[src/rtl/notch_pkg.sv]
// Shared definitions for the notch filter front end: address width default,
// sample word size and the block-fetch state encoding.
package notch_pkg;
   localparam int ADDR_W_DEFAULT = 24;
   localparam int WORD_BYTES     = 4;

   typedef enum logic [1:0] {
      ST_IDLE,
      ST_FETCH,
      ST_DRAIN,
      ST_DONE
   } fetch_state_t;
endpackage

[src/rtl/notch_sample_fifo.sv]
// Synchronous show-ahead FIFO, 32 bits wide: rd_data presents the head word
// whenever the FIFO is not empty, and reads 0 when empty.
module sample_fifo #(
   parameter  int DEPTH = 16,
   localparam int AW    = $clog2(DEPTH)
) (
   input  logic          clk,
   input  logic          reset,
   input  logic          wr_en,
   input  logic [31:0]   wr_data,
   input  logic          rd_en,
   output logic [31:0]   rd_data,
   output logic          empty,
   output logic          full,
   output logic [AW:0]   used
);
   logic [31:0]   mem [DEPTH];
   logic [AW-1:0] wr_ptr, rd_ptr;
   logic          do_wr, do_rd;

   assign empty = (used == '0);
   assign full  = (used == (AW+1)'(DEPTH));
   assign do_rd = rd_en && !empty;
   // A pop frees a slot in the same cycle, so a full FIFO can still accept a push.
   assign do_wr = wr_en && (!full || do_rd);

   always_ff @(posedge clk) begin
      if (reset) begin
         wr_ptr <= '0;
         rd_ptr <= '0;
         used   <= '0;
      end else begin
         if (do_wr) wr_ptr <= wr_ptr + AW'(1);
         if (do_rd) rd_ptr <= rd_ptr + AW'(1);
         used <= used + (AW+1)'(do_wr) - (AW+1)'(do_rd);
      end
   end

   always_ff @(posedge clk) begin
      if (do_wr) mem[wr_ptr] <= wr_data;
   end

   assign rd_data = empty ? '0 : mem[rd_ptr];
endmodule

[src/rtl/notch_sample_fetch.sv]
// Streams a block of 32-bit samples from SDRAM over a pipelined Avalon-MM read
// master into a show-ahead FIFO, never issuing a read it could not store.
module notch_sample_fetch
   import notch_pkg::*;
#(
   parameter int ADDR_W          = ADDR_W_DEFAULT,
   parameter int FIFO_DEPTH      = 16,
   parameter int MAX_OUTSTANDING = 8
) (
   input  logic              clk,
   input  logic              reset,
   input  logic              start,
   input  logic [ADDR_W-1:0] base_addr,
   input  logic [31:0]       num_samples,
   output logic              busy,
   output logic              done,
   output logic [ADDR_W-1:0] sdaddress,
   output logic              sdread,
   input  logic [31:0]       sdreaddata,
   input  logic              sdreaddatavalid,
   input  logic              sdwaitrequest,
   output logic [31:0]       sample_data,
   output logic              sample_valid,
   input  logic              sample_ready,
   output logic [31:0]       received_count,
   output logic [31:0]       discard_count
);
   localparam int UW = $clog2(FIFO_DEPTH) + 1;
   localparam int OW = $clog2(MAX_OUTSTANDING + 1);

   fetch_state_t   state, state_nx;
   logic [31:0]    remaining;
   logic [OW-1:0]  outstanding;
   logic [UW-1:0]  fifo_used;
   logic           fifo_empty, fifo_full;
   logic           room, accept, beat, pop, stray;

   // Every in-flight read already owns a FIFO slot, so returns can never overflow.
   assign room   = ((32'(outstanding) + 32'(fifo_used)) < 32'(FIFO_DEPTH)) &&
                   (32'(outstanding) < 32'(MAX_OUTSTANDING));
   assign accept = sdread && !sdwaitrequest;
   assign beat   = sdreaddatavalid && (state == ST_FETCH || state == ST_DRAIN);
   assign stray  = sdreaddatavalid && (state == ST_IDLE || state == ST_DONE);
   assign pop    = sample_valid && sample_ready;
   assign sample_valid = !fifo_empty;

   always_comb begin
      state_nx = state;
      sdread   = 1'b0;
      busy     = 1'b0;
      done     = 1'b0;
      unique case (state)
         ST_IDLE:  if (start) state_nx = (num_samples == '0) ? ST_DONE : ST_FETCH;
         ST_FETCH: begin
            busy   = 1'b1;
            sdread = room;
            if (accept && remaining == 32'd1) state_nx = ST_DRAIN;
         end
         ST_DRAIN: begin
            busy = 1'b1;
            if (outstanding == '0 && !beat &&
                (fifo_empty || (fifo_used == UW'(1) && pop)))
               state_nx = ST_DONE;
         end
         ST_DONE: begin
            done     = 1'b1;
            state_nx = ST_IDLE;
         end
      endcase
   end

   always_ff @(posedge clk) begin
      if (reset) begin
         state          <= ST_IDLE;
         sdaddress      <= '0;
         remaining      <= '0;
         outstanding    <= '0;
         received_count <= '0;
         discard_count  <= '0;
      end else begin
         state <= state_nx;
         if (state == ST_IDLE && start) begin
            sdaddress      <= base_addr & ~ADDR_W'(3);
            remaining      <= num_samples;
            received_count <= '0;
         end
         if (accept) begin
            sdaddress <= sdaddress + ADDR_W'(WORD_BYTES);
            remaining <= remaining - 32'd1;
         end
         case ({accept, beat})
            2'b10:   outstanding <= outstanding + OW'(1);
            2'b01:   outstanding <= outstanding - OW'(1);
            default: outstanding <= outstanding;
         endcase
         if (beat)  received_count <= received_count + 32'd1;
         if (stray) discard_count  <= discard_count + 32'd1;
      end
   end

   always_ff @(posedge clk) begin
      if (!reset) assert (!(beat && fifo_full && !pop));
   end

   sample_fifo #(.DEPTH(FIFO_DEPTH)) u_fifo (
      .clk     (clk),
      .reset   (reset),
      .wr_en   (beat),
      .wr_data (sdreaddata),
      .rd_en   (pop),
      .rd_data (sample_data),
      .empty   (fifo_empty),
      .full    (fifo_full),
      .used    (fifo_used)
   );
endmodule

[config.mk]
export PLATFORM = sky130hd
export DESIGN_NAME = notch_sample_fetch
export DESIGN_NICKNAME = d
export VERILOG_FILES = /design/src/rtl/notch_pkg.sv /design/src/rtl/notch_sample_fifo.sv /design/src/rtl/notch_sample_fetch.sv
export SDC_FILE = /design/constraint.sdc
export NUM_CORES = 1
export LEC_CHECK = 0
export CAP_MARGIN = 20
export CORE_MARGIN = 5
export CORE_UTILIZATION = 58
export DETAILED_ROUTE_END_ITERATION = 7
export PLACE_DENSITY_LB_ADDON = 0.3
export SETUP_SLACK_MARGIN = 0.4
export SYNTH_ARGS = -nofsm -noshare
export SYNTH_HDL_FRONTEND = slang
export SYNTH_SLANG_ARGS = --single-unit
[constraint.sdc]
create_clock -name clk -period 5.8 [get_ports clk]
set_clock_uncertainty 0.2 [all_clocks]
set_input_delay 1.16 -clock clk [delete_from_list [all_inputs] [get_ports clk]]
set_output_delay 1.16 -clock clk [all_outputs]
set_load 0.005 [all_outputs]
==> results of run 1 <==
## registers in the layout (all words and copies together) (netlist names), named ones only
signal,cells
outstanding,4
state,2
sdaddress,22
received_count,32
discard_count,32
u_fifo.mem,512
u_fifo.used,5
remaining,32
u_fifo.rd_ptr,4
u_fifo.wr_ptr,4
## per-stage QoR
step             util  power, mW  area [µm²]  worst slack, ns  hold WS [ns]
2_1_floorplan       -      7.396       27080           0.8682        0.2552
3_3_place_gp   0.6513      8.503       30190            1.482        0.2664
3_5_place_dp   0.6519      8.597       30220            1.464        0.2755
4_1_cts        0.7003      12.99       32460           0.8147        0.2835
5_1_grt        0.7012      13.46       32500           0.6810        0.3152
6_report       0.7012      12.91       32500           0.9066        0.2896
## layout make-up
class	instances	area [µm²]	share of cell area
Timing Repair Buffer	256	2630	0.08091
Clock buffer	91	1901	0.05847
Sequential cell	653	18210	0.5601
Tap cell	607	759.5	0.02337
Antenna cell	2	5.005	0.0001540
Inverter	35	131.4	0.004042
Multi-Input combinational cell	926	8526	0.2623
Clock inverter	28	345.3	0.01062
## worst paths after layout
kind | slack (ns) | start | endpoint
setup / recovery | 0.91 | register | sample_data[19]
hold reg to reg | 0.29 | remaining[29] | remaining[29]
setup reg to reg | 2.11 | state[1] | outstanding[3]
hold / removal | 0.29 | remaining[29] | remaining[29]
## tightest hold or removal path, stage by stage, from the launching register on
cell	delay [ns]
dfxtp_1	0.32
nand3_1	0.06
a21oi_1	0.06
## power by group through the flow
stage | clock [mW] | combinational, mW | sequential [mW]
after floorplan | 0 | 1.95 | 5.44
after global placement | 0 | 2.94 | 5.57
after detailed placement | 0 | 3.01 | 5.58
after CTS | 4.44 | 3.06 | 5.49
after global routing | 4.66 | 3.28 | 5.52
final | 4.38 | 3.05 | 5.49
## cells in the mapped netlist (13+ instances only)
cell      count
nor4_1       48
and2_1       34
or3_1        26
a31oi_1      22
inv_1        33
clkbuf_1     75
nand2_1      69
nand4_1      32
a21oi_1      62
or4_1        16
nand3_1      37
nor3_1       42
edfxtp_1    512
dfxtp_1     141
xnor2_1      25
nor2_1      109
mux4_2      160
o21ai_0      22
buf_1        13
xor2_1       14
ha_1         27
## cells by family (layout without fill, tap and decap cells)
family | Yosys count | count (layout)
AOI/OAI and AO/OA | 194 | 194
xor gates and xnor gates | 39 | 39
adders and majority gates | 28 | 28
buffers and inverters | 127 | 410
DFF | 653 | 653
muxes | 171 | 171
other | 1 | 4
and+or+nand+nor | 492 | 492
## per-layer routing
layer	global-route usage	up-vias	wire [µm]
met3	0.05122	158	5269
met2	0.4547	868	35120
met5	0	-	42
met4	0.07995	6	2033
li1	-	7324	-
met1	0.3570	8591	26130
==> flow_summary.ini, run 1 <==
[synth]
synth-simple-area-share = 0.09888
syn_area_per_cell_um2 = 15.88
post_synth_xor_xnor_area = 0.01261
synth_seq_cells = 653
synth_area_leader_cell = edfxtp_1
synth.mux.area_fraction = 0.1375
yosysWarnings = 0
synth_compound_gate_area_share = 0.04769
synth_seq_area_share = 0.6720
synth_top_family_by_area = multiplexers
post_synth_main_area_contributors = edfxtp_1 (57%), mux4_2 (13%), dfxtp_1 (10%)
synth_edf_count = 512
yosys.area_share.adder = 0.01322
async_reset_ff_frac = 0
synth_top_area_frac = 0.5678
netlist-cell-type-count = 71
mappedNetlistArea_um2 = 27080
syn-instance-count = 1705
synth-main-ff-cell = edfxtp_1

[floorplanning]
die_x_um = 226.1
chipHeight_um = 226.1
floorplan.die_area_um2 = 51110
placement_rows = 79
count_of_boundary_i_o_pins = 218
floorplan.initialDensity = 0.5841
core-area_um2 = 46360

[timing]
grt_setup_unrepaired = false
totalNegativeSetupSlack_ns = 0
fin_crit_sh = 0.8437
setup_viol_count_final = 0
timing.max_slew.rel_slack = 0.2586
worst_pin_slew_ns = 1.105
hold_viol_final = 0
fin_crit_ns = 4.893
number_of_max_slew_violations_in_the_final_report = 0
achievable-frequency_mhz = 204.4

[place]
dpl.cell_count = 2475
gp_routability_congestion = 0.9071
dpl.hpwl_um = 39600
io_buffers = 213

[hold_path]
hp-class = reg2reg
number_of_instances_on_the_worst_hold_path = 2

[pwr]
netSwitchingFraction = 0.2685
power.combinational.fraction = 0.236
power.density_cell_area_nw_per_um2 = 397.3
cellLeakagePower_nw = 10.17
power_frac_seq = 0.425
switchingPower_mw = 3.466
vdd_ir_drop_max_v = 0.0003356
pwr-share-clk = 0.339
internal-power_mw = 9.446

[detailed_routing]
routed_wirelength_um = 68600
drt-wirelength-per-cell_um = 26.40
via_count = 16950
via_cell_ratio = 6.523
dr.first_iter.drc_count = 1938
drt_pass1_iterations = 5
route.antenna.remaining_nets = 0
remaining_drc_errors = 0

[global_route]
grt_remaining_overflow = 0
initial_antenna_violation_count = 5
grt_pass1_vias = 16870
grt_first_pass_wirelength_um = 102900
grt.total_usage = 0.2674
grt_max_degree = 96

[clocking]
postCtsHoldBufs = 0
cts.path.max_buffers = 3
cts_root_buffer = clkbuf_16
h-tree-depth = 3
clock_tree_from_tritoncts = built
cts_sinks = 653
cts_resized = 0
source_to_sink_clock_delay_at_the_later_pin_of_the_worst_skew_pair_ns = 0.59
path_clk_slew_ns = 0.06
inserted_clock_buffers = 66
cts_setup_buffers = 0

[cells_and_area]
final-instance-count-excl-fill = 2598
most-common-layout-cells = edfxtp_1 (512), clkdlybuf4s50_1 (212), mux4_2 (160), dfxtp_1 (137), nor2_1 (96)
final_common_cell = edfxtp_1
n_fill_cell = 2956
area.growth.synth_to_final_pct = 20.04
post_route_cells_drive_above_1_share = 0.1775
num-nets-final = 2060

[worst_setup_path]
worst_setup_path_end_kind = output port
critPathMostFrequentCell = mux4_2
reg2regPathDepth = 15
crit_path_top_delay_cell = dfxtp_4
crit_path_max_incr_delay_ns = 0.78
worstPathArrival_ns = 3.53
cp_num_cells = 5
critical_path.n_buffers_inverters = 2
critical_path_required_ns = 4.44
worstPathMaxFanout = 38
critical_path.cell_chain = buf_12 > mux4_2 > mux4_2 > and2_1 > clkdlybuf4s50_1
worstSetupPathType = reg2out
startpoint_type = register
cell_family_with_most_cp_delay = multiplexers

[run_status]
status = finished, final reports clean

[flow_run]
cap_violations = 0
(Power assumes the default switching activity.)
==> inputs of run 2 (changes only) <==
==> constraint.sdc (replaced) <==
create_clock -name clk -period 4.7 [get_ports clk]
set_clock_uncertainty 0.2 [all_clocks]
set_input_delay 0.94 -clock clk [delete_from_list [all_inputs] [get_ports clk]]
set_output_delay 0.94 -clock clk [all_outputs]
set_load 0.005 [all_outputs]
==> run 2 against run 1 <==
  * Clock power increased by 14%
  * Core utilization increased by 0.13 points
  * Clock-buffer cell count down 8
  * Critical endpoint is now sample_data[13]
==> flow_summary.ini, run 2 (synthesis gave the netlist of run 1 again) <==
[worst_setup_path]
worstPathArrival_ns = 3.10
critical_path.n_buffers_inverters = 3
crit_path_top_delay_cell = mux4_2
critical_path_required_ns = 3.56
worstReg2RegStart = state[0]
crit_path_max_incr_delay_ns = 0.57
critPathMostFrequentCell = mux4_2
worstSetupPathType = reg2out
regToRegEndpoint = u_fifo.mem[3][14]
startpoint_type = register
regToRegSetupSlack_ns = 1.37
worst_setup_path_end_kind = output port
cell_family_with_most_cp_delay = multiplexers
reg2regPathDepth = 7
critical_path.cell_chain = buf_12 > buf_16 > mux4_2 > mux4_2 > and2_1 > clkdlybuf4s50_1
worstPathMaxFanout = 20

[timing]
timing.max_slew.rel_slack = 0.2860
setup_viol_count_final = 0
fin_crit_ns = 4.241
number_of_max_slew_violations_in_the_final_report = 0
fin_crit_sh = 0.9024
totalNegativeSetupSlack_ns = 0
achievable-frequency_mhz = 235.8
worst_pin_slew_ns = 1.061
hold_viol_final = 0
grt_setup_unrepaired = true

[pwr]
vdd_ir_drop_max_v = 0.0004334
power.density_cell_area_nw_per_um2 = 482.4
cellLeakagePower_nw = 10.18

[cells_and_area]
num-nets-final = 2080
finish.instance_area_um2 = 32560
largest_register_ff_count = 512
area.growth.synth_to_final_pct = 20.26
registers.top_by_ff_count = u_fifo.mem
post_route_cells_drive_above_1_share = 0.1844
final_common_cell = edfxtp_1
seqCellArea_um2 = 18210
most-common-layout-cells = edfxtp_1 (512), clkdlybuf4s50_1 (211), mux4_2 (160), dfxtp_1 (137), nor2_1 (96)
final_util = 0.7024
n_fill_cell = 2971
multi_input_comb_area_um2 = 8547

[floorplanning]
floorplan.initialDensity = 0.5841
core-area_um2 = 46360
chipHeight_um = 226.1
placement_rows = 79
die_x_um = 226.1
count_of_boundary_i_o_pins = 218
floorplan.die_area_um2 = 51110

[detailed_routing]
route.antenna.remaining_nets = 0
drt-wirelength-per-cell_um = 26.40
drt_pass1_iterations = 6
routed_wirelength_um = 69060
dr.first_iter.drc_count = 2102
remaining_drc_errors = 0
via_cell_ratio = 6.525
via_count = 17070

[clocking]
cts_sinks = 653
path_clk_slew_ns = 0.06
inserted_clock_buffers = 67
cts_root_buffer = clkbuf_16
source_to_sink_clock_delay_at_the_later_pin_of_the_worst_skew_pair_ns = 0.59
cts.path.max_buffers = 3
clock_tree_from_tritoncts = built
h-tree-depth = 3
postCtsHoldBufs = 0

[global_route]
grt_max_degree = 80
grt_first_pass_wirelength_um = 103200
grt.total_usage = 0.2675
initial_antenna_violation_count = 1
grt_pass1_vias = 16730
grt_remaining_overflow = 0

[hold_path]
hp-class = reg2reg
hp-start = sdaddress[23]
hold-path-endpoint = sdaddress[23]
number_of_instances_on_the_worst_hold_path = 2

[flow_run]
cap_violations = 0

[place]
dpl.hpwl_um = 39000
io_buffers = 213
placement.cell_area_um2 = 30370
gp_routability_congestion = 0.9102

[run_status]
status = finished, final reports clean
run 2: cell types whose count changed in the layout (fill, tap and decap cells not counted), moves of 2 or more:
| cell | before | now |
|---|---|---|
| bufinv_16 | 7 | 1 |
| nor3_4 | 0 | 4 |
| buf_12 | 12 | 14 |
| clkinv_1 | 11 | 13 |
| nor3_2 | 4 | 0 |
| clkinvlp_4 | 0 | 4 |
| buf_4 | 30 | 42 |
| buf_16 | 1 | 3 |
| clkbuf_8 | 7 | 1 |
| clkinv_2 | 9 | 16 |
| clkbuf_1 | 14 | 12 |
run 2: how the worst max path moves through the flow:
stage / slack, ns / cells after the start / end / from
3_5_place_dp: 0.79 / 5 / sample_data[22] / register
5_1_grt: 0.35 / 6 / sample_data[13] / register
6_report: 0.46 / 6 / sample_data[13] / register
4_1_cts: 0.40 / 6 / sample_data[23] / register
3_3_place_gp: 0.81 / 5 / sample_data[2] / register
2_1_floorplan: 0.84 / 4 / u_fifo.mem[7][0] / sdreaddatavalid
run 2: metal layers:
layer	vias to the layer above	GRT usage	part of all wire
li1	7374	-	-
met1	8623	0.3571	0.38
met2	928	0.4574	0.51
met3	142	0.05187	0.080
met4	2	0.07471	0.027
met5	-	0	0.00012
run 2: worst min-delay path: stages (launching register included):
cell and delay, ns:
dfxtp_1 0.33, nand3_1 0.07, a21oi_1 0.05
run 2: repair_timing:
item | 4_1_cts | 5_1_grt
cloned | 0 | 1
setup endpoints to repair | 29 | 16
resized for setup | 2 | 3
setup buffers | 7 | 0
endpoints found under the hold margin | 0 | 0
run 2: area by class of cell:
| class | count | share of cell area |
|---|---|---|
| clock buffer | 83 | 0.05560 |
| timing repair buffer | 275 | 0.08799 |
| clock inverter | 35 | 0.007300 |
| antenna | 2 | 0.0001537 |
| inverter | 35 | 0.004034 |
| sequential | 653 | 0.5591 |
| tap | 607 | 0.02332 |
| multi-input combinational | 926 | 0.2625 |
run 2: stage by stage:
step	worst slack, ns	power, mW	std cells	hold slack, ns
2_1_floorplan	0.8411	9.125	1706	0.2552
3_3_place_gp	0.8116	10.52	2488	0.2638
3_5_place_dp	0.7930	10.63	2488	0.2819
4_1_cts	0.3970	15.75	2613	0.2955
5_1_grt	0.3528	16.37	2614	0.3256
6_report	0.4588	15.71	2616	0.2940
run 2: power by group:
| group | internal, mW | switching, mW | leakage [nW] |
|---|---|---|---|
| combinational | 2.08 | 1.92 | 3.41 |
| clock | 2.81 | 2.20 | 1.00 |
| sequential | 6.45 | 0.248 | 5.76 |
